**src/rtl/stroke_sequencer.sv**
```systemverilog
// Stroke sequencer: buffers received words in a FIFO, assembles FRAME_LEN-word
// command frames and hands each one to the pen/motor engine with a go/fin handshake.
module stroke_sequencer #(
    parameter int DATA_W        = 8,
    parameter int DEPTH         = 16,
    parameter int FRAME_LEN     = 2,
    parameter int TICK_DIV      = 200,
    parameter int TIMEOUT_TICKS = 65535,
    parameter int STEP_MODE     = 1
) (
    input  logic                          clk,
    input  logic                          rst,
    input  logic [DATA_W-1:0]             in_data,
    input  logic                          in_valid,
    output logic                          in_full,
    output logic [$clog2(DEPTH):0]        level,
    output logic                          overflow,
    output logic [DATA_W*FRAME_LEN-1:0]   cmd,
    output logic                          go,
    input  logic                          fin,
    input  logic                          goon,
    input  logic                          abort,
    output logic                          busy,
    output logic                          timeout
);

    localparam int PW = $clog2(DEPTH);
    localparam int LW = PW + 1;
    localparam int TW = $clog2(TICK_DIV);

    typedef enum logic [2:0] {
        IDLE      = 3'd0,
        LOAD      = 3'd1,
        ISSUE     = 3'd2,
        WAIT_FIN  = 3'd3,
        WAIT_GOON = 3'd4
    } state_t;

    state_t              state;
    logic [DATA_W-1:0]   mem [DEPTH];
    logic [PW-1:0]       wr_ptr;
    logic [PW-1:0]       rd_ptr;
    logic [TW-1:0]       tick_cnt;
    logic                tick;
    logic [2:0]          k;
    logic [31:0]         to_cnt;
    logic                fin_p0, fin_p1, fin_p2;
    logic                goon_p0, goon_p1;
    logic                fin_rise;
    logic                fin_seen;
    logic                push;
    logic                pop;
    logic [LW-1:0]       level_nxt;

    assign tick      = (tick_cnt == TW'(TICK_DIV - 1));
    assign fin_rise  = fin_p1 & ~fin_p2;
    assign push      = in_valid & ~in_full & ~abort;
    assign pop       = (state == LOAD) & ~abort;
    assign level_nxt = level + LW'(push) - LW'(pop);

    always_ff @(posedge clk) begin
        if (rst || tick) begin
            tick_cnt <= '0;
        end else begin
            tick_cnt <= tick_cnt + TW'(1);
        end
    end

    // fin/goon are asynchronous: two flops each, plus one more on fin for edge detection
    always_ff @(posedge clk) begin
        if (rst) begin
            fin_p0  <= 1'b0;
            fin_p1  <= 1'b0;
            fin_p2  <= 1'b0;
            goon_p0 <= 1'b0;
            goon_p1 <= 1'b0;
        end else begin
            fin_p0  <= fin;
            fin_p1  <= fin_p0;
            fin_p2  <= fin_p1;
            goon_p0 <= goon;
            goon_p1 <= goon_p0;
        end
    end

    always_ff @(posedge clk) begin
        if (push) begin
            mem[wr_ptr] <= in_data;
        end
    end

    always_ff @(posedge clk) begin
        if (rst) begin
            state    <= IDLE;
            wr_ptr   <= '0;
            rd_ptr   <= '0;
            level    <= '0;
            in_full  <= 1'b0;
            overflow <= 1'b0;
            cmd      <= '0;
            go       <= 1'b0;
            busy     <= 1'b0;
            timeout  <= 1'b0;
            fin_seen <= 1'b0;
            k        <= '0;
            to_cnt   <= '0;
        end else begin
            timeout <= 1'b0;
            if (abort) begin
                // Flush: overflow and cmd deliberately survive an abort
                state    <= IDLE;
                go       <= 1'b0;
                busy     <= 1'b0;
                wr_ptr   <= '0;
                rd_ptr   <= '0;
                level    <= '0;
                in_full  <= 1'b0;
                fin_seen <= 1'b0;
                k        <= '0;
            end else begin
                if (push) wr_ptr <= wr_ptr + PW'(1);
                if (pop)  rd_ptr <= rd_ptr + PW'(1);
                level   <= level_nxt;
                in_full <= (level_nxt == LW'(DEPTH));
                if (in_valid && in_full) overflow <= 1'b1;
                if (fin_rise) fin_seen <= 1'b1;

                case (state)
                    IDLE: begin
                        if (tick && level >= LW'(FRAME_LEN)) begin
                            state <= LOAD;
                            k     <= '0;
                            busy  <= 1'b1;
                        end
                    end
                    LOAD: begin
                        cmd[k*DATA_W +: DATA_W] <= mem[rd_ptr];
                        k <= k + 3'd1;
                        if (k == 3'(FRAME_LEN - 1)) state <= ISSUE;
                    end
                    ISSUE: begin
                        if (tick) begin
                            go       <= 1'b1;
                            fin_seen <= 1'b0;
                            to_cnt   <= '0;
                            state    <= WAIT_FIN;
                        end
                    end
                    WAIT_FIN: begin
                        // Acting on the raw edge as well saves a cycle of fin-to-release latency
                        if (fin_seen || fin_rise) begin
                            go <= 1'b0;
                            if (STEP_MODE != 0) begin
                                state <= WAIT_GOON;
                            end else begin
                                state <= IDLE;
                                busy  <= 1'b0;
                            end
                        end else if (tick) begin
                            to_cnt <= to_cnt + 32'd1;
                            if (TIMEOUT_TICKS != 0 && (to_cnt + 32'd1) == 32'(TIMEOUT_TICKS)) begin
                                go      <= 1'b0;
                                timeout <= 1'b1;
                                state   <= IDLE;
                                busy    <= 1'b0;
                            end
                        end
                    end
                    WAIT_GOON: begin
                        if (tick && goon_p1) begin
                            state <= IDLE;
                            busy  <= 1'b0;
                        end
                    end
                    default: begin
                        state <= IDLE;
                        busy  <= 1'b0;
                    end
                endcase
            end
        end
    end

endmodule

```
**config.mk**
```make
export PLATFORM = sky130hd
export DESIGN_NAME = stroke_sequencer
export DESIGN_NICKNAME = d
export VERILOG_FILES = /design/src/rtl/stroke_sequencer.sv
export SDC_FILE = /design/constraint.sdc
export NUM_CORES = 1
export LEC_CHECK = 0
export ABC_AREA = 1
export BUFFER_PORTS_ARGS = -buffer_cell sky130_fd_sc_hd__buf_2
export CAP_MARGIN = 10
export CORE_ASPECT_RATIO = 1.25
export CORE_MARGIN = 2
export CORE_UTILIZATION = 55
export CTS_CLUSTER_DIAMETER = 150
export DETAILED_ROUTE_END_ITERATION = 10
export PLACE_DENSITY = 0.7
export REMOVE_ABC_BUFFERS = 1
export SETUP_SLACK_MARGIN = 0.3
export SYNTH_ARGS = -nofsm -noshare
export SYNTH_HDL_FRONTEND = slang
export SYNTH_SLANG_ARGS = --single-unit
```
**constraint.sdc**
```tcl
create_clock -name clk -period 2.9 [get_ports clk]
set_clock_uncertainty 0.05 [all_clocks]
set_input_delay 0.58 -clock clk [delete_from_list [all_inputs] [get_ports clk]]
set_output_delay 0.58 -clock clk [all_outputs]
set_load 0.005 [all_outputs]
```
Yosys cells after proc, flatten, opt, wreduce, memory -nomap -nowiden. Memory sizes are Yosys's and may differ from the RTL's. A register that Yosys moved wholly into a read port is not among the register bits. Index checks and enable logic that the tools add are counted.

Logic and storage cells: 108. Memory bits (writable): 128. Memories kept: 1. Input bits: 14. Output and inout port bits: 26. Bits in registers: 86.

Memory list: mem (words 16, bits a word 8, read ports 1, clocked after Yosys merged registers in 1, wr ports 1, line 40) `logic [DATA_W-1:0] mem [DEPTH];`.

Muxes and demuxes: 32. Order comparisons: 1. Equality and inequality tests: 17. Bitwise logic cells: 10. Reduce and logical (&&, ||, !) cells: 18. Shifts and indexed selects: 2. $add $sub $neg: 8.

Operator list (count): $mux 32 (3); $pmux 32 s2 (1); $neg 6->34 (1); $shift 8x34->16 const A (1); $shiftx 8x34->16 (1); $add 32x1->32 const B (1); $eq 32x16->1 const B (1); $mux 3 (8); $bwmux 16 (1); $pmux 3 s5 (1); $mux 1 (13); $ne 2x2->1 const B (6); $reduce_and 6->1 (2); $add 4x1->4 const B (2); $add 8x1->8 const B (1); $eq 8x8->1 const B (1); $mux 4 (2); $eq 3x1->1 const B (2); $eq 3x2->1 const B (2); $ne 3x3->1 const B (2); $not 1->1 (6); $pmux 3 s2 (1); $reduce_and 2->1 (3); $add 5x1->5 (1); 17 further kinds (25).

Longest topological paths before layout.
Depth in word-level cells: 6. Depth in mapped cells: 16.

Least setup slack after synthesis. OpenSTA, ideal clock, no wires.

Path kind: input -> register. From: input port in_valid. To: register in_full. Setup time: 0.064 ns. Path buffers: 0. Setup slack: 0.278 ns. Stages: 14. Arrival: 2.508 ns. Cells stage by stage: inv_1 nor2_1 inv_1 nor2_1 inv_1 ha_1 inv_1 ha_1 inv_1 fa_1 o31ai_1 xnor2_1 nand2_1 nor2_1.

Longest elaborated chain between the ends: 5.

Ends and longest elaborated chain: start: declaration (line 14) `input logic in_valid,`; $and 1x1->1 (2 in a row) (line 57) `assign push = in_valid & ~in_full & ~abort;`; $add 5x1->5 (line 59) `assign level_nxt = level + LW'(push) - LW'(pop);`; $sub 5x1->5 (line 59); $eq 5x5->1 (line 124) `in_full <= (level_nxt == LW'(DEPTH));`; end signal: assignment (line 124); end: declaration (line 15) `output logic in_full,`.

No other way between the ends. A chain may end at the register's enable or synchronous reset.

Worst setup path in the final report.
From: register state[0]. To: register in_full.

Longest elaborated chain between the ends: 4.

Ends and longest elaborated chain: start: declaration (line 39) `state_t state;`; start signal: assignment (line 94) `state <= IDLE;`; start signal: assignment (line 111) `state <= IDLE;`; start signal: assignment (line 131) `state <= LOAD;`; $eq 3x1->1 (line 58) `assign pop = (state == LOAD) & ~abort;`; $and 1x1->1 (line 58); via pop (line 52) `logic pop;`; $sub 5x1->5 (line 59); $eq 5x5->1 (line 124).

The timed path passes the listed nets, and every way through them passes these cells.

==> results.ini <==
[die]
row_count = 55
die_h_um = 155
core_area_um2 = 18000
die_x_um = 125
dieArea_um2 = 19500
io_pins = 40
initial_core_util_pct = 56.0

[clock_tree]
cts_made_buffers = 23
cts-hold-fix-buffers = 0
cts_root_buffer = clkbuf_16
cts_tree = done
clock-sinks = 218
clock_latency_ns = 0.52
htreeDepth = 1
cts_buffer_depth = 3
cts.clk_slew.worst_paths_ns = 0.06

[global_routing]
grt_pass1_vias = 7393
grt_util_met3_pct = 2.68
grt_max_degree = 55
grt.busiest_layer = met2
antenna_found_initial = 0
grt_remaining_overflow = 0
grt.met1_usage_pct = 26.4
use_met2_pct = 44.2
grt.total_usage_pct = 22.9
grt_pass1_wl_mm = 36.2

[yosys]
ys_async_sr_fraction_pct = 0
synth.area.mux_share_pct = 3.17
synth_compound_area_share_pct = 11.5
synth_seq_cells = 218
synth_warnings = 0
yosysSeqAreaShare_pct = 56.0
syn_area_per_cell_um2 = 9.15
synth_adder_area_share_pct = 2.80
synth-edff-count = 128
synth_flop_cell = edfxtp_1
yosys.area_share.xor_xnor_pct = 0.608
synth_area_leaders = edfxtp_1, dfxtp_1, nand2_1
synth_top_area_share_pct = 38.1
synth_most_common_cell = nand2_1
synth_top_area_cell = edfxtp_1
yosys.area_share.simple_pct = 18.7
synth.distinct_cells = 41
synth_top_family_by_area = simple AND/OR/NAND/NOR gates
syn_inst = 1103
syn_area_um2 = 10100
synth_common_cells = nand2_1, inv_1, edfxtp_1

[sta]
slew_viol_final = 0
whs_ns = 0.225
finalSetupTns_ns = 0
min_period_ns = 2.41
setup_viol = 0
max_freq_mhz = 415
tightest_slew_ns = 0.642
hold_violations = 0
rsz0062_at_grt = no
finalCritPeriodShare_pct = 83.1
relSlewSlack_pct = 57.2

[cells_and_area]
num-nets-final = 1197
areaGrowthSynthToFinish_pct = 14.1
insertedDiodeCount = 0
drive_above_1_share_pct = 12.6

[min_path]
worstHoldStart = fin
worstHoldPathType = in -> reg
min_to = fin_p0
worstHoldPathCells = 3

[pwr]
p_comb_share_pct = 1.9
share_clk_of_total_power_pct = 48.2
p_int_mw = 5.29
switchingPower_mw = 1.31
peakVddDrop_mv = 0.630
p_per_area_nw_per_um2 = 573
p_leak_nw = 4.34
seq_power_share_pct = 50.0
total_power_mw = 6.60
sw_frac_of_total_pct = 19.9

[worst_setup_path]
r2r_cells = 13
crit_arrival_ns = 2.80
endpoint_kind = register
worstReg2RegEnd = in_full
reg2reg_slack_ns = 0.49
r2r-start = state[0]
crit_required_ns = 3.29
path_max_fanout = 6
path_class = reg -> reg
cp-start-kind = register

[routing]
wl_mm = 22.3
wl_per_cell_um = 15.9
final_antenna_net_count = 0
first_iter_violations = 489
drc_errors = 0
via_per_inst = 5.35
drt_first_pass_iters = 4
num_vias = 7522

[flow_run]
drv_cap = 0

[placement]
routabilityCongestion = 0.876
portBuffers = 39
dp_hpwl_mm = 15.6

[outcome]
status = completed

state kept, by name, summed over array words and instances (netlist names), 3 cells and up, named ones only:
signal / flops
cmd: 16
mem: 128
k: 3
rd_ptr: 4
tick_cnt: 8
state: 3
to_cnt: 32
wr_ptr: 4
level: 5
power by group through the flow:
| stage | sequential (mW) | clock (mW) | combinational [mW] |
|---|---|---|---|
| 5_1_grt | 3.30 | 3.34 | 0.138 |
| 4_1_cts | 3.30 | 3.23 | 0.123 |
| 6_report | 3.30 | 3.18 | 0.123 |
| 3_3_place_gp | 3.36 | 0 | 0.118 |
| 3_5_place_dp | 3.36 | 0 | 0.123 |
| 2_1_floorplan | 3.36 | 0 | 0.0467 |
layout by cell type (no fill, tap or decap), types with 4 or more instances in the layout:
cell type  count
nand2_1      213
inv_1        149
edfxtp_1     128
nor2_1       105
a21oi_1      101
dfxtp_1       88
o21ai_0       66
nand3_1       40
buf_2         39
o211ai_1      34
mux2i_1       32
buf_4         31
clkbuf_16     23
ha_1          20
nand4_1       10
nand3b_1      10
nor2_4         8
nor3_1         7
inv_2          5
nor2_2         5
bufinv_16      5
nand2_2        4
xor2_1         4
or2_2          4
clkinv_2       4
cell type report:
cell class	instances	area (um^2)
timing repair buffer	71	448
multi-input combinational	693	3730
sequential	218	5650
tap	228	285
clock inverter	14	214
fill	1502	6510
inverter	154	578
clock buffer	28	614
worst max-delay path by stage:
stage	from	endpoint	depth (start not counted)
after CTS	state[2]	in_full	12
after detailed placement	in_valid	in_full	15
after floorplan	register	cmd[14]	7
final	state[0]	in_full	13
after global placement	in_valid	in_full	15
after global routing	state[0]	in_full	13
worst max-delay path, cell delays in order, from the launching register on:
cell and delay [ns]:
dfxtp_1 0.35, inv_1 0.09, nor3_2 0.22, inv_2 0.11, nor2_4 0.16, ha_1 0.24, inv_1 0.05, ha_1 0.15
inv_1 0.06, fa_2 0.35, o31ai_2 0.20, xnor2_1 0.14, nand2_1 0.08, nor2_1 0.11
cell families after synthesis:
logic type,count (synthesis)
xor gates and xnor gates,7
DFF,218
AOI/OAI and AO/OA,210
buffers and inverters,192
muxes,32
adders and majority gates,22
and+or+nand+nor,422
through the flow:
stage	utilization, %	cells	cell area [um^2]	worst slack (ns)
global placement	59.0	1360	10600	0.139
global route	63.9	1406	11500	0.321
floorplan	-	1065	9930	-0.251
detailed placement	59.0	1360	10600	0.136
CTS	63.6	1402	11500	0.344
finish	63.9	1406	11500	0.490
per-layer routing:
metal  routed length [um]  vias up
li1                     -     3805
met4                  525        0
met2                11800      126
met3                  738       43
met5                    0        -
met1                 9250     3548
what timing repair did:
item,4_1_cts,5_1_grt
hold endpoints to repair,0,0
resized for setup,0,7
endpoints found under the setup margin,0,6
setup buffers,0,4
No activity file was read; power rests on OpenSTA's default activity.
